`src/rtl/edge_monitor_pkg.sv`:
```
// Shared constants and helpers for the edge_monitor block: record field
// positions and width helpers used by the top level, FIFO and interface.
package edge_monitor_pkg;

    localparam int CNT_W_DEFAULT = 16;
    localparam int DEPTH_DEFAULT = 8;

    // Duration occupies the low bits of a record, the level sits just above it.
    localparam int DUR_LSB = 0;

    // Bit position of the level flag in a record of the given duration width.
    function automatic int level_bit(input int cnt_w);
        return cnt_w;
    endfunction

    // Most significant duration bit in a record of the given duration width.
    function automatic int dur_msb(input int cnt_w);
        return cnt_w - 1;
    endfunction

    // Width of an occupancy counter that must represent 0..depth inclusive.
    function automatic int count_width(input int depth);
        return $clog2(depth) + 1;
    endfunction

endpackage

```
`src/rtl/edge_monitor_if.sv`:
```
// Readout port of edge_monitor: FWFT record stream plus occupancy and
// overflow status. The monitor is the master (record producer).
interface edge_monitor_if #(
    parameter int CNT_W = edge_monitor_pkg::CNT_W_DEFAULT,
    parameter int DEPTH = edge_monitor_pkg::DEPTH_DEFAULT
);

    logic [CNT_W:0]                                    out_data;
    logic                                              out_valid;
    logic                                              out_ready;
    logic [edge_monitor_pkg::count_width(DEPTH)-1:0]   count;
    logic                                              overflow;

    modport master (
        output out_data,
        output out_valid,
        output count,
        output overflow,
        input  out_ready
    );

    modport slave (
        input  out_data,
        input  out_valid,
        input  count,
        input  overflow,
        output out_ready
    );

endinterface

```
`src/rtl/edge_monitor_sync_fifo.sv`:
```
// First-word-fall-through FIFO holding level records. A push into a full
// FIFO is accepted only when a pop frees the head slot in the same cycle;
// otherwise it is reported on drop and the contents stay untouched.
module sync_fifo
    import edge_monitor_pkg::*;
#(
    parameter int WIDTH = 17,
    parameter int DEPTH = 8
) (
    input  logic                          clk,
    input  logic                          reset,
    input  logic                          push,
    input  logic [WIDTH-1:0]              push_data,
    input  logic                          pop,
    output logic [WIDTH-1:0]              rd_data,
    output logic [count_width(DEPTH)-1:0] count,
    output logic                          empty,
    output logic                          drop
);

    localparam int AW = $clog2(DEPTH);
    localparam int CW = count_width(DEPTH);
    localparam logic [CW-1:0] FULL_CNT = CW'(DEPTH);

    logic [WIDTH-1:0] mem_r [DEPTH];
    logic [AW-1:0]    wr_ptr_r;
    logic [AW-1:0]    rd_ptr_r;
    logic [CW-1:0]    count_r;
    logic [CW-1:0]    count_nxt_s;
    logic             empty_s;
    logic             full_s;
    logic             push_ok_s;
    logic             pop_ok_s;

    // Qualify push/pop against occupancy and compute the next count.
    always_comb begin
        empty_s     = 1'b0;
        full_s      = 1'b0;
        pop_ok_s    = 1'b0;
        push_ok_s   = 1'b0;
        drop        = 1'b0;
        count_nxt_s = count_r;
        empty_s     = (count_r == {CW{1'b0}});
        full_s      = (count_r == FULL_CNT);
        pop_ok_s    = pop & ~empty_s;
        push_ok_s   = push & (~full_s | pop_ok_s);
        drop        = push & full_s & ~pop_ok_s;
        case ({push_ok_s, pop_ok_s})
            2'b10:   count_nxt_s = count_r + CW'(1'b1);
            2'b01:   count_nxt_s = count_r - CW'(1'b1);
            default: count_nxt_s = count_r;
        endcase
    end

    // Occupancy and pointers; pointers wrap naturally since DEPTH is a power of 2.
    always_ff @(posedge clk or posedge reset) begin
        if (reset) begin
            count_r  <= {CW{1'b0}};
            wr_ptr_r <= {AW{1'b0}};
            rd_ptr_r <= {AW{1'b0}};
        end else begin
            count_r <= count_nxt_s;
            if (push_ok_s) begin
                wr_ptr_r <= wr_ptr_r + AW'(1'b1);
            end
            if (pop_ok_s) begin
                rd_ptr_r <= rd_ptr_r + AW'(1'b1);
            end
        end
    end

    // Record storage; when full, the write lands in the slot being popped.
    always_ff @(posedge clk or posedge reset) begin
        if (reset) begin
            for (int i = 0; i < DEPTH; i++) begin
                mem_r[i] <= {WIDTH{1'b0}};
            end
        end else if (push_ok_s) begin
            mem_r[wr_ptr_r] <= push_data;
        end
    end

    // Head record falls through; an empty FIFO presents all zeros.
    always_comb begin
        rd_data = {WIDTH{1'b0}};
        if (!empty_s) begin
            rd_data = mem_r[rd_ptr_r];
        end else begin
            rd_data = {WIDTH{1'b0}};
        end
    end

    assign count = count_r;
    assign empty = empty_s;

endmodule

```
`src/rtl/edge_monitor.sv`:
```
// Observer for a single asynchronous bit: synchronizes it, times each level
// segment in clock cycles (saturating) and queues one {level, duration}
// record per completed segment for readout over a valid/ready port.
module edge_monitor
    import edge_monitor_pkg::*;
#(
    parameter int CNT_W = CNT_W_DEFAULT,
    parameter int DEPTH = DEPTH_DEFAULT
) (
    input  logic          clk,
    input  logic          reset,
    input  logic          in,
    input  logic          en,
    edge_monitor_if.master bus
);

    localparam int LEVEL_BIT = level_bit(CNT_W);
    localparam int DUR_MSB   = dur_msb(CNT_W);
    localparam logic [CNT_W-1:0] CNT_SAT = {CNT_W{1'b1}};
    localparam logic [CNT_W-1:0] CNT_ONE = CNT_W'(1'b1);

    logic             sync1_r;
    logic             s_r;
    logic             p_r;
    logic [CNT_W-1:0] cnt_r;
    logic [CNT_W-1:0] cnt_inc_s;
    logic             edge_s;
    logic             push_s;
    logic [CNT_W:0]   push_data_s;
    logic             drop_s;
    logic             fifo_empty_s;
    logic             overflow_r;

    // Two-flop synchronizer plus a history flop for edge detection.
    always_ff @(posedge clk or posedge reset) begin
        if (reset) begin
            sync1_r <= 1'b0;
            s_r     <= 1'b0;
            p_r     <= 1'b0;
        end else begin
            sync1_r <= in;
            s_r     <= sync1_r;
            p_r     <= s_r;
        end
    end

    // Edge detect, saturating increment and record assembly.
    always_comb begin
        edge_s      = 1'b0;
        cnt_inc_s   = cnt_r;
        push_s      = 1'b0;
        push_data_s = {(CNT_W+1){1'b0}};
        edge_s      = s_r ^ p_r;
        if (cnt_r == CNT_SAT) begin
            cnt_inc_s = CNT_SAT;
        end else begin
            cnt_inc_s = cnt_r + CNT_ONE;
        end
        push_s                       = en & edge_s;
        push_data_s[LEVEL_BIT]       = p_r;
        push_data_s[DUR_MSB:DUR_LSB] = cnt_inc_s;
    end

    // Segment length counter; held at 0 while recording is disabled.
    always_ff @(posedge clk or posedge reset) begin
        if (reset) begin
            cnt_r <= {CNT_W{1'b0}};
        end else if (!en || edge_s) begin
            cnt_r <= {CNT_W{1'b0}};
        end else begin
            cnt_r <= cnt_inc_s;
        end
    end

    // Sticky flag for any record lost to a full FIFO.
    always_ff @(posedge clk or posedge reset) begin
        if (reset) begin
            overflow_r <= 1'b0;
        end else if (drop_s) begin
            overflow_r <= 1'b1;
        end else begin
            overflow_r <= overflow_r;
        end
    end

    sync_fifo #(
        .WIDTH (CNT_W + 1),
        .DEPTH (DEPTH)
    ) u_fifo (
        .clk       (clk),
        .reset     (reset),
        .push      (push_s),
        .push_data (push_data_s),
        .pop       (bus.out_ready),
        .rd_data   (bus.out_data),
        .count     (bus.count),
        .empty     (fifo_empty_s),
        .drop      (drop_s)
    );

    assign bus.out_valid = ~fifo_empty_s;
    assign bus.overflow  = overflow_r;

endmodule

```
`src/flat_wrapper.sv`:
```
// flat-port wrapper written by rule: the top's interface ports become plain ports
module edge_monitor_flat import edge_monitor_pkg::*;
#(
    parameter int CNT_W = CNT_W_DEFAULT,
    parameter int DEPTH = DEPTH_DEFAULT
)
  (clk, reset, in, en, bus_out_data, bus_out_valid, bus_count, bus_overflow, bus_out_ready);
  edge_monitor_if #(.CNT_W(CNT_W), .DEPTH(DEPTH)) bus_i ();
  input  logic clk;
  input  logic reset;
  input  logic in;
  input  logic en;
  output wire logic [$bits(bus_i.out_data)-1:0] bus_out_data;
  output wire logic [$bits(bus_i.out_valid)-1:0] bus_out_valid;
  output wire logic [$bits(bus_i.count)-1:0] bus_count;
  output wire logic [$bits(bus_i.overflow)-1:0] bus_overflow;
  input wire logic [$bits(bus_i.out_ready)-1:0] bus_out_ready;
  assign bus_out_data = bus_i.out_data;
  assign bus_out_valid = bus_i.out_valid;
  assign bus_count = bus_i.count;
  assign bus_overflow = bus_i.overflow;
  assign bus_i.out_ready = bus_out_ready;
  edge_monitor #(.CNT_W(CNT_W), .DEPTH(DEPTH)) u_core (.clk(clk), .reset(reset), .in(in), .en(en), .bus(bus_i));
endmodule
```
`config.mk`:
```
export PLATFORM = sky130hd
export DESIGN_NAME = edge_monitor_flat
export DESIGN_NICKNAME = d
export VERILOG_FILES = /design/src/rtl/edge_monitor_pkg.sv /design/src/rtl/edge_monitor_if.sv /design/src/rtl/edge_monitor_sync_fifo.sv /design/src/rtl/edge_monitor.sv /design/src/flat_wrapper.sv
export SDC_FILE = /design/constraint.sdc
export NUM_CORES = 1
export LEC_CHECK = 0
export CAP_MARGIN = 40
export CORE_ASPECT_RATIO = 0.5
export CORE_MARGIN = 2
export CORE_UTILIZATION = 57
export DETAILED_ROUTE_END_ITERATION = 6
export PLACE_DENSITY_LB_ADDON = 0.2
export SYNTH_ARGS = -nofsm -noshare
export SYNTH_HDL_FRONTEND = slang
export SYNTH_SLANG_ARGS = --single-unit
export TNS_END_PERCENT = 50
```
`constraint.sdc`:
```
create_clock -name clk -period 8 [get_ports clk]
set_input_delay 1.6 -clock clk [delete_from_list [all_inputs] [get_ports clk]]
set_output_delay 1.6 -clock clk [all_outputs]
set_load 0.02 [all_outputs]
```
==> flow_summary.toml <==
[critical_path]
reg2reg_slack_ns = 5.10
r2r-end = "u_core.u_fifo.count[2]$_DFFE_PP0P_"
cp.required_ns = 6.40
cp_max_fo = 36
ff2ff_path_depth = 10
cp-end-kind = "output port"
cp-start-kind = "flop"
critical_path_class = "flop to output port"
r2r-start = "u_core.u_fifo.count[3]$_DFFE_PP0P_"
cp.arrival_ns = 2.81

[clock_tree]
post_cts_buffers = 0
clk_pin_slew_ns = 0.07
cts_tree = "yes"
cts_made_buffers = 17
clock_sink_count = 166
htreeDepth = 4
ctsHoldBuffers = 0
root_buffer = "clkbuf_16"
clk_latency_ns = 0.43
cts_resized = 0
clockBufferDepth = 2

[power_and_ir_drop]
finalPower_uw = 2412
power.density_nw_per_um2 = 284.9
peakVddDrop_v = 0.0002075
power.leakage_uw = 0.003677

[sta]
hold_viol = 0
slew_violations = 0
clock.fmax_ghz = 0.2266
period_share_pct = 55.17
skew_ns = 0.01083
slew_headroom_pct = 50.28
finalCriticalPeriod_ns = 4.414
setup_viol = 0
whs_ns = 0.3531
worst-slew-pin-transition_ns = 0.7250
tns_ns = 0
rsz0062_at_grt = "false"

[cells_and_area]
finalNetCount = 701
final_layout_size_suffix_gt1_share_pct = 14.65
diodes = 0
syn2layout_area_growth_pct = 13.30
layout.cells.non_filler = 873
fill_cells = 948

[synth]
yosysMostFrequentCell = "dfrtp_1"
syn-cell-area_sq_um = 7471
synth_edf_count = 0
synth_area_per_cell_sq_um = 11.07
ys_types = 48
synth_top_area_cell = "dfrtp_1"
yosysSeqAreaShare_pct = 55.60
yosys_warnings = 0
async_reset_ff_share_pct = 100.0
synth.area.top_cells = "dfrtp_1 (56%), mux4_2 (10%), o21ai_0 (8.6%)"
syn-num-nets = 686
synthCells = 675
synth_commonest_cells = "dfrtp_1 (166), nand2_1 (142), o21ai_0 (129), nor2_1 (48), mux4_2 (34)"
synth_top_area_share_pct = 55.60
ys.flop_type = "dfrtp_1"
ys_ff_latch = 166

[detailed_routing]
drc_errors = 0
vias_per_cell = 5.916
drtIter0Drc = 363
dr.pass1.iters = 5
post_drt_wl_per_cell_microns = 18.23
wl_mm = 15.91
vias = 5165
ant_nets = 0

[hold_path]
worst_hold_startpoint = "u_core.sync1_r$_DFF_PP0_"
whs_endpoint = "u_core.s_r$_DFF_PP0_"
min_path_cells = 0
holdCritPathClass = "flop to flop"

[outcome]
outcome = "completed"

[floorplan]
coreArea_sq_um = 12740
die_w_microns = 165.9
pin_count = 28
start_util_pct = 58.66
rows = 29
dieArea_sq_um = 14090
die_h_microns = 84.96

[global_routing]
antenna_found_initial = 0
grt_pass1_vias = 4991
grt_max_degree = 74
grt_remaining_overflow = 0
grt_pass1_wl_mm = 26.34
grtUsageTotal_pct = 24.09

[placed_design]
dpl.hpwl_mm = 9.503
io_buffers = 27
place_congestion = 0.8629
dp_cells = 841

[job]
drv_cap = 0
layout by cell type, fill, tap and decap left out, types with 2 or more instances in the layout:
master	n
dfrtp_1	165
nand2_1	142
o21ai_0	129
nor2_1	48
mux4_2	34
clkdlybuf4s50_1	27
mux2i_1	19
clkbuf_16	17
mux2_2	11
nand3_1	9
buf_4	9
xor2_1	8
o21ai_1	7
inv_6	6
ha_1	6
inv_1	5
nor3_1	5
xnor2_1	4
inv_8	4
nand4_1	3
a21oi_1	3
clkinvlp_4	3
clkinv_4	3
nand4b_1	2
and4_1	2
and3_1	2
nand3_4	2
a211oi_1	2
where the power goes:
part / internal, uW / switching [uW] / total [uW]
clock: 412 / 376 / 788
sequential: 925 / 86.8 / 1010
combinational: 275 / 337 / 612
metrics by stage:
step / cell area [sq um] / setup slack [ns] / utilization, %
after floorplan: 7471 / 1.910 / -
after detailed placement: 7901 / 4.050 / 62.04
final: 8464 / 3.586 / 66.46
after global routing: 8464 / 3.430 / 66.46
after global placement: 7854 / 4.070 / 61.67
after CTS: 8464 / 3.540 / 66.46
area by class of cell:
class	instances	area (sq um)	area share (%)
flip-flops and latches	166	4155	49.09
multi-input cells	461	3120	36.87
clock buffers	17	425.4	5.026
repair buffers	38	385.4	4.553
well taps	170	212.7	2.513
clock inverters	15	137.6	1.626
inverters	6	27.53	0.3252
worst max-delay path, stage by stage (launching register included):
cell	delay [ns]
dfrtp_2	0.35
buf_4	0.57
mux4_2	0.60
mux2i_1	0.22
nor2_1	0.07
clkdlybuf4s50_1	0.56
worst max path at each step:
stage                                                startpoint                                  to  cells after the start
after CTS                 u_core.u_fifo.rd_ptr_r[0]$_DFFE_PP0P_                    bus_out_data[11]                      5
after detailed placement                                     en  u_core.u_fifo.count[2]$_DFFE_PP0P_                     12
after global placement                            bus_out_ready  u_core.u_fifo.count[2]$_DFFE_PP0P_                     12
final                     u_core.u_fifo.rd_ptr_r[0]$_DFFE_PP0P_                    bus_out_data[11]                      5
after floorplan                                           reset     u_core.bus.overflow$_DFFE_PP0P_                      1
after global routing      u_core.u_fifo.rd_ptr_r[0]$_DFFE_PP0P_                    bus_out_data[11]                      5
cell families after synthesis:
family,count (synthesis),synth area share (%)
and+or+nand+nor,230,14.12
muxes,65,14.75
AOI/OAI and AO/OA,148,10.37
xor gates and xnor gates,12,1.407
adders and majority gates,6,1.005
DFF,166,55.60
buffers and inverters,48,2.747
metal layers:
layer	wire, microns	track usage [%]	vias to the layer above
met5	0	0	-
met4	191	6.403	0
met3	711	5.084	18
met2	7070	36.97	117
met1	7939	35.70	2639
li1	-	-	2391
flip-flops by register name (all words and copies together) (netlist names):
| signal | count |
|---|---|
| u_core.p_r | 1 |
| u_core.cnt_r | 16 |
| u_core.sync1_r | 1 |
| u_core.s_r | 1 |
| u_core.bus.overflow | 1 |
| u_core.u_fifo.rd_ptr_r | 3 |
| u_core.u_fifo.count | 4 |
| u_core.u_fifo.mem_r | 136 |
| u_core.u_fifo.wr_ptr_r | 3 |
(Power assumes the default switching activity.)
